===== src/rtl/arith_encoder_param.sv =====
// arith_encoder_param: integer arithmetic encoder with a programmable static
// frequency table. Symbols arrive on a valid/ready handshake, code bits leave
// as a serial valid/ready stream. Every BLOCK_LEN symbols the block is closed
// with a termination sequence, terminate_flag pulses and the coder restarts.
//
// Ports:
//   sys_clk, sys_reset        clock, asynchronous active-low reset
//   cfg_we/cfg_addr/cfg_freq  frequency table write (IDLE only)
//   cfg_start                 build cumulative table, then start coding
//   sym_in/sym_valid/sym_ready  symbol input handshake
//   bit_out/bit_valid/bit_ready code bit output handshake
//   terminate_flag            1-cycle pulse after a block's last bit
//   busy                      coder not in IDLE
//   cfg_error                 sticky: table total wrong, cleared by cfg_start
//   sym_error                 1-cycle pulse: zero-frequency symbol dropped
module arith_encoder_param #(
    parameter int SYM_W     = 3,
    parameter int N         = 8,
    parameter int TOT_W     = 3,
    parameter int BLOCK_LEN = 96
) (
    input  logic             sys_clk,
    input  logic             sys_reset,
    input  logic             cfg_we,
    input  logic [SYM_W-1:0] cfg_addr,
    input  logic [TOT_W:0]   cfg_freq,
    input  logic             cfg_start,
    input  logic [SYM_W-1:0] sym_in,
    input  logic             sym_valid,
    output logic             sym_ready,
    output logic             bit_out,
    output logic             bit_valid,
    input  logic             bit_ready,
    output logic             terminate_flag,
    output logic             busy,
    output logic             cfg_error,
    output logic             sym_error
);
    localparam int NSYM  = 1 << SYM_W;
    localparam int CW    = TOT_W + 2;
    localparam int CNT_W = $clog2(BLOCK_LEN + 1);
    localparam int PW    = N + 1 + CW;

    localparam logic [N-1:0]     HALF  = {1'b1, {(N-1){1'b0}}};
    localparam logic [N-1:0]     QTR   = {2'b01, {(N-2){1'b0}}};
    localparam logic [N-1:0]     TQTR  = {2'b11, {(N-2){1'b0}}};
    localparam logic [CW-1:0]    TOTAL = CW'(1) << TOT_W;
    localparam logic [CNT_W-1:0] LAST  = CNT_W'(BLOCK_LEN);

    localparam logic [2:0] S_IDLE   = 3'd0;
    localparam logic [2:0] S_CUMSUM = 3'd1;
    localparam logic [2:0] S_READY  = 3'd2;
    localparam logic [2:0] S_UPDATE = 3'd3;
    localparam logic [2:0] S_SCALE  = 3'd4;
    localparam logic [2:0] S_FLUSH  = 3'd5;
    localparam logic [2:0] S_EMIT   = 3'd6;

    logic [2:0]       state;
    logic [TOT_W:0]   freq [0:NSYM-1];
    logic [CW-1:0]    cum  [0:NSYM];   // cum[0] is never written and stays 0
    logic [SYM_W-1:0] idx;
    logic             ovf;
    logic [N-1:0]     low, high, pending;
    logic [CNT_W-1:0] count;
    logic [SYM_W-1:0] sym_q;
    logic             follow;          // value of the pending bits after the lead bit
    logic             flushing;        // current emission closes the block

    logic [SYM_W:0]   idx_nxt, s_nxt;
    logic [CW:0]      sum_n;
    logic [N:0]       rng;
    logic [PW-1:0]    prod_lo, prod_hi;
    logic [N-1:0]     low_n, high_n, lo_m, hi_m, pend_inc;

    always_comb begin
        idx_nxt  = {1'b0, idx} + 1'b1;
        s_nxt    = {1'b0, sym_q} + 1'b1;
        sum_n    = {1'b0, cum[idx]} + {2'b00, freq[idx]};
        rng      = {1'b0, high} - {1'b0, low} + 1'b1;
        prod_lo  = PW'(rng) * PW'(cum[sym_q]);
        prod_hi  = PW'(rng) * PW'(cum[s_nxt]);
        // Truncation is modular: when cum[s+1] is the full total the quotient
        // equals the range, which may not fit in N bits, but low+q-1 does.
        low_n    = low + N'(prod_lo >> TOT_W);
        high_n   = low + N'(prod_hi >> TOT_W) - 1'b1;
        lo_m     = low - QTR;
        hi_m     = high - QTR;
        pend_inc = (&pending) ? pending : pending + 1'b1;
    end

    assign sym_ready = (state == S_READY);
    assign busy      = (state != S_IDLE);

    always_ff @(posedge sys_clk or negedge sys_reset) begin
        if (!sys_reset) begin
            state          <= S_IDLE;
            for (int i = 0; i < NSYM; i++) freq[i] <= '0;
            for (int i = 0; i <= NSYM; i++) cum[i] <= '0;
            idx            <= '0;
            ovf            <= 1'b0;
            low            <= '0;
            high           <= '1;
            pending        <= '0;
            count          <= '0;
            sym_q          <= '0;
            follow         <= 1'b0;
            flushing       <= 1'b0;
            bit_out        <= 1'b0;
            bit_valid      <= 1'b0;
            terminate_flag <= 1'b0;
            cfg_error      <= 1'b0;
            sym_error      <= 1'b0;
        end else begin
            terminate_flag <= 1'b0;
            sym_error      <= 1'b0;
            case (state)
                S_IDLE: begin
                    if (cfg_we) freq[cfg_addr] <= cfg_freq;
                    if (cfg_start) begin
                        cfg_error <= 1'b0;
                        idx       <= '0;
                        ovf       <= 1'b0;
                        state     <= S_CUMSUM;
                    end
                end
                S_CUMSUM: begin
                    cum[idx_nxt] <= sum_n[CW-1:0];
                    ovf          <= ovf | sum_n[CW];
                    idx          <= idx + 1'b1;
                    if (&idx) begin
                        // A wrapped running sum must not masquerade as a valid total.
                        if (ovf || sum_n[CW] || sum_n[CW-1:0] != TOTAL) begin
                            cfg_error <= 1'b1;
                            state     <= S_IDLE;
                        end else begin
                            state     <= S_READY;
                        end
                    end
                end
                S_READY: begin
                    if (sym_valid) begin
                        if (freq[sym_in] == '0) begin
                            sym_error <= 1'b1;
                        end else begin
                            sym_q <= sym_in;
                            state <= S_UPDATE;
                        end
                    end
                end
                S_UPDATE: begin
                    low   <= low_n;
                    high  <= high_n;
                    count <= count + 1'b1;
                    state <= S_SCALE;
                end
                S_SCALE: begin
                    if (high < HALF || low >= HALF) begin
                        // Doubling after removing HALF equals dropping the MSB.
                        bit_out   <= (low >= HALF);
                        follow    <= !(low >= HALF);
                        bit_valid <= 1'b1;
                        low       <= {low[N-2:0], 1'b0};
                        high      <= {high[N-2:0], 1'b1};
                        state     <= S_EMIT;
                    end else if (low >= QTR && high < TQTR) begin
                        pending   <= pend_inc;
                        low       <= {lo_m[N-2:0], 1'b0};
                        high      <= {hi_m[N-2:0], 1'b1};
                    end else begin
                        state     <= (count == LAST) ? S_FLUSH : S_READY;
                    end
                end
                S_FLUSH: begin
                    pending   <= pend_inc;
                    bit_out   <= !(low < QTR);
                    follow    <= (low < QTR);
                    bit_valid <= 1'b1;
                    flushing  <= 1'b1;
                    state     <= S_EMIT;
                end
                S_EMIT: begin
                    if (bit_ready) begin
                        if (pending != '0) begin
                            bit_out <= follow;
                            pending <= pending - 1'b1;
                        end else begin
                            bit_valid <= 1'b0;
                            if (flushing) begin
                                flushing       <= 1'b0;
                                terminate_flag <= 1'b1;
                                low            <= '0;
                                high           <= '1;
                                count          <= '0;
                                state          <= S_READY;
                            end else begin
                                state          <= S_SCALE;
                            end
                        end
                    end
                end
                default: state <= S_IDLE;
            endcase
        end
    end
endmodule


===== config.mk =====
export PLATFORM = sky130hd
export DESIGN_NAME = arith_encoder_param
export DESIGN_NICKNAME = d
export VERILOG_FILES = /design/src/rtl/arith_encoder_param.sv
export SDC_FILE = /design/constraint.sdc
export NUM_CORES = 1
export LEC_CHECK = 0
export CORE_MARGIN = 1
export CORE_UTILIZATION = 55
export DETAILED_ROUTE_END_ITERATION = 16
export PLACE_DENSITY_LB_ADDON = 0.1
export SYNTH_ARGS = -nofsm -noshare
export SYNTH_HDL_FRONTEND = slang
export SYNTH_SLANG_ARGS = --single-unit

===== constraint.sdc =====
create_clock -name sys_clk -period 6.71 [get_ports sys_clk]
set_input_delay 1.342 -clock sys_clk [delete_from_list [all_inputs] [get_ports sys_clk]]
set_output_delay 1.342 -clock sys_clk [all_outputs]
set_load 0.005 [all_outputs]

==> results of run 1 <==
[metrics by stage]
stage,setup slack (ps),util
3_5_place_dp,51.7,0.602
3_3_place_gp,183,0.602
2_1_floorplan,224,-
4_1_cts,2.86,0.639
5_1_grt,1.17,0.643
6_report,283,0.643
[worst max-delay path, delay by kind of cell (launching register included)]
family / cells / cell delay, ps
buffers and inverters: 2 / 120
and+or+nand+nor: 5 / 910
DFF: 1 / 560
AOI/OAI and AO/OA: 5 / 980
adders and majority gates: 7 / 2700
xor gates and xnor gates: 6 / 1070
[synth_stat cells (3+ instances only)]
| library cell | instances | area share |
|---|---|---|
| o21ai_0 | 58 | 0.028 |
| and3_1 | 7 | 0.0042 |
| clkbuf_1 | 13 | 0.0047 |
| a31oi_1 | 5 | 0.0030 |
| a21o_1 | 13 | 0.0095 |
| o211ai_1 | 3 | 0.0022 |
| nor4_1 | 10 | 0.0061 |
| nand2b_1 | 16 | 0.0097 |
| nand4_1 | 4 | 0.0024 |
| nand3_1 | 26 | 0.013 |
| dfstp_2 | 8 | 0.020 |
| inv_1 | 113 | 0.041 |
| dfrtp_1 | 117 | 0.28 |
| a211oi_1 | 3 | 0.0022 |
| mux2i_1 | 17 | 0.016 |
| a22oi_1 | 7 | 0.0051 |
| xor2_1 | 18 | 0.015 |
| nor3_1 | 15 | 0.0073 |
| nand3b_1 | 7 | 0.0051 |
| mux2_2 | 58 | 0.063 |
| nor2b_1 | 12 | 0.0073 |
| nand2_1 | 79 | 0.029 |
| buf_1 | 7 | 0.0025 |
| or3_1 | 4 | 0.0024 |
| nor2_1 | 113 | 0.041 |
| buf_2 | 4 | 0.0019 |
| ha_1 | 79 | 0.096 |
| xnor2_1 | 32 | 0.027 |
| mux4_2 | 38 | 0.083 |
| a21oi_1 | 49 | 0.024 |
| fa_1 | 42 | 0.082 |
| or2_2 | 14 | 0.0085 |
| o41ai_1 | 5 | 0.0042 |
| o21bai_1 | 7 | 0.0051 |
| o21a_1 | 4 | 0.0029 |
| o22ai_1 | 4 | 0.0024 |
[what timing repair did]
action | 4_1_cts | 5_1_grt
endpoints found under the setup margin | 0 | 2
hold buffers | 0 | 0
setup buffers | 0 | 2
resized for setup | 0 | 11
[layer usage]
metal  vias to the layer above  global-route usage
li1                       3746                   -
met1                      3765               0.364
met2                       160               0.431
met3                        32              0.0397
met4                         0              0.0889
met5                         -                   0
[cells by family after synthesis]
logic type	count (synthesis)	synth area share
buffers and inverters	139	0.0518
flip-flops	125	0.304
adder cells (fa/ha/maj)	121	0.177
XOR/XNOR	52	0.0473
multiplexers	115	0.166
AO/OA/AOI/OAI	178	0.111
AND/OR/NAND/NOR	316	0.142
[worst max path at each step]
stage,to,from,slack (ps),depth (start not counted)
after floorplan,high[7],sym_q[1],220,27
after global placement,high[7],sym_q[0],180,25
after detailed placement,high[7],sym_q[0],50,25
after CTS,high[7],sym_q[0],3,25
after global routing,low[7],low[2],1,26
final,high[7],high[2],280,25
[cells in the final DEF (no fill, tap or decap), types with 8 or more instances in the layout]
cell / instances
a21o_1: 13
a21oi_1: 46
buf_4: 30
clkbuf_16: 17
clkdlybuf4s50_1: 21
dfrtp_1: 117
dfstp_2: 8
fa_1: 42
ha_1: 77
inv_1: 113
mux2_2: 58
mux2i_1: 17
mux4_2: 38
nand2_1: 78
nand2b_1: 16
nand3_1: 26
nor2_1: 113
nor2b_1: 12
nor3_1: 15
nor4_1: 10
o21ai_0: 55
or2_2: 14
xnor2_1: 31
xor2_1: 18
[sequential cells by signal, summed over array words and instances (netlist names), 7 cells and up]
name	count
high	8
count	7
freq	32
pending	8
cum	45
low	8
[final cells by class]
| cell class | count | area share |
|---|---|---|
| sequential | 125 | 0.269 |
| clock buffer | 17 | 0.0365 |
| clock inverter | 14 | 0.0200 |
| tap | 229 | 0.0246 |
| multi-input combinational | 782 | 0.574 |
| timing repair buffer | 53 | 0.0400 |
| inverter | 113 | 0.0364 |
==> run metrics, run 1 <==
status=finished clean; setup TNS=0 ps; estimated wirelength of the detail-placed design=17.7 mm; Final Max Tran Viols=0; row count=49; Avg WL per Cell=17.9 um; Met1 Wirelength=11.1 mm; Unique masters post-synth=66; IO buf count=22; largest net degree at the start of global routing=64; Clock Path Buffers=2; non-filler cells, final=~1300; synthesized area=just over 10000 sq um; met2 WL=11.4 mm; final hold slack=500 ps; clock skew=roughly 15 ps; vias in the first global route=7788; TritonCTS Sinks=between 100 and 150; total core area=between 15000 and 20000 sq um; drt total wl=23.9 mm; RSZ-0062 raised after global routing=false; nets@finish=~1200; register area=roughly 3100 sq um; root buffer selected by CTS=clkbuf_16; layout cells sized above 1=0.180; antenna cell count=0; DRT iter0 DRCs=roughly 500; CTS clk-pin slew, worst paths=70 ps; Setup CP Type=flip-flop to flip-flop; Die ar.=19300 sq um; total number of vias=7703; first-pass GRT wire length=~40 mm; clk_lat worst skew=between 400 and 500 ps; WP data arrival=~6800 ps; period utilization=0.958; Crit Path Max Fanout=5; Hold Crit Class=flip-flop to flip-flop; Tightest Pin Transition=between 1000 and 1500 ps; number of synthesized flops with an enable pin=0; Reg2Reg Launch Point=high[2]; Hold Crit Depth=2; R2R Path End=high[7]; Post-Syn Area per Cell=just under 10 sq um; initial core utilization=0.568; Die X-Extent=139 um; H-tree depth=4; total gr overflow=0; CP dominant cell by count=ha_1; placed inst area=10900 sq um; Worst R2R Setup Slack=about 280 ps; CP Capture Type=flip-flop; Synth Flop Type=dfrtp_1; max layer used=met4; critical path required time=7050 ps; Syn Nets=1183; reg2reg path depth=25; fillers=1475; TritonCTS clock tree=built; gp weighted congestion=0.901; area of the multi-input gates=6690 sq um; Die Ht=139 um; Synth Warn #=0; Ports=23; initial antenna violation count=0; Fin. Hold Viols=0; #FFs+latches synth=approximately 130; Num CTS Buffers=17; crit start category=flip-flop; Layout area overhead=13.1%; Max Fclk=0.156 GHz; WL met3=roughly 900 um; Slew Limit Headroom=0.305; Finished Cell Area=11700 sq um; CP max stage delay=560 ps; CP max-delay cell=dfstp_2; # DRC=0; Hold Crit Start=cfg_error; post-route ant nets=0; WHS Endpoint=cfg_error; Gate Count Post-Synth=1046; vias per inst=5.78; cell count after placement=between 1000 and 1500; ys async rst share=1.00; GRT Overall Usage=0.265; final-report setup violation count=0; maxcap violations=0; Period minus WS final=6430 ps; register area share after synthesis=0.304; Initial DRT Pass Iterations=7
Power of run 1 is not shown: default switching activity piles up to over one toggle a cycle in this logic, so the estimate is an artifact.
==> run 2: changes to the inputs <==
--- a/config.mk
+++ b/config.mk
@@ -5,6 +5,7 @@
 export SDC_FILE = /design/constraint.sdc
 export NUM_CORES = 1
 export LEC_CHECK = 0
+export CAP_MARGIN = 15
 export CORE_MARGIN = 1
 export CORE_UTILIZATION = 55
 export DETAILED_ROUTE_END_ITERATION = 16
==> results of run 2 <==
Same layout as run 1: the final DEF is identical, and so are final timing and power.
Power of run 2 is left out for the same reason.
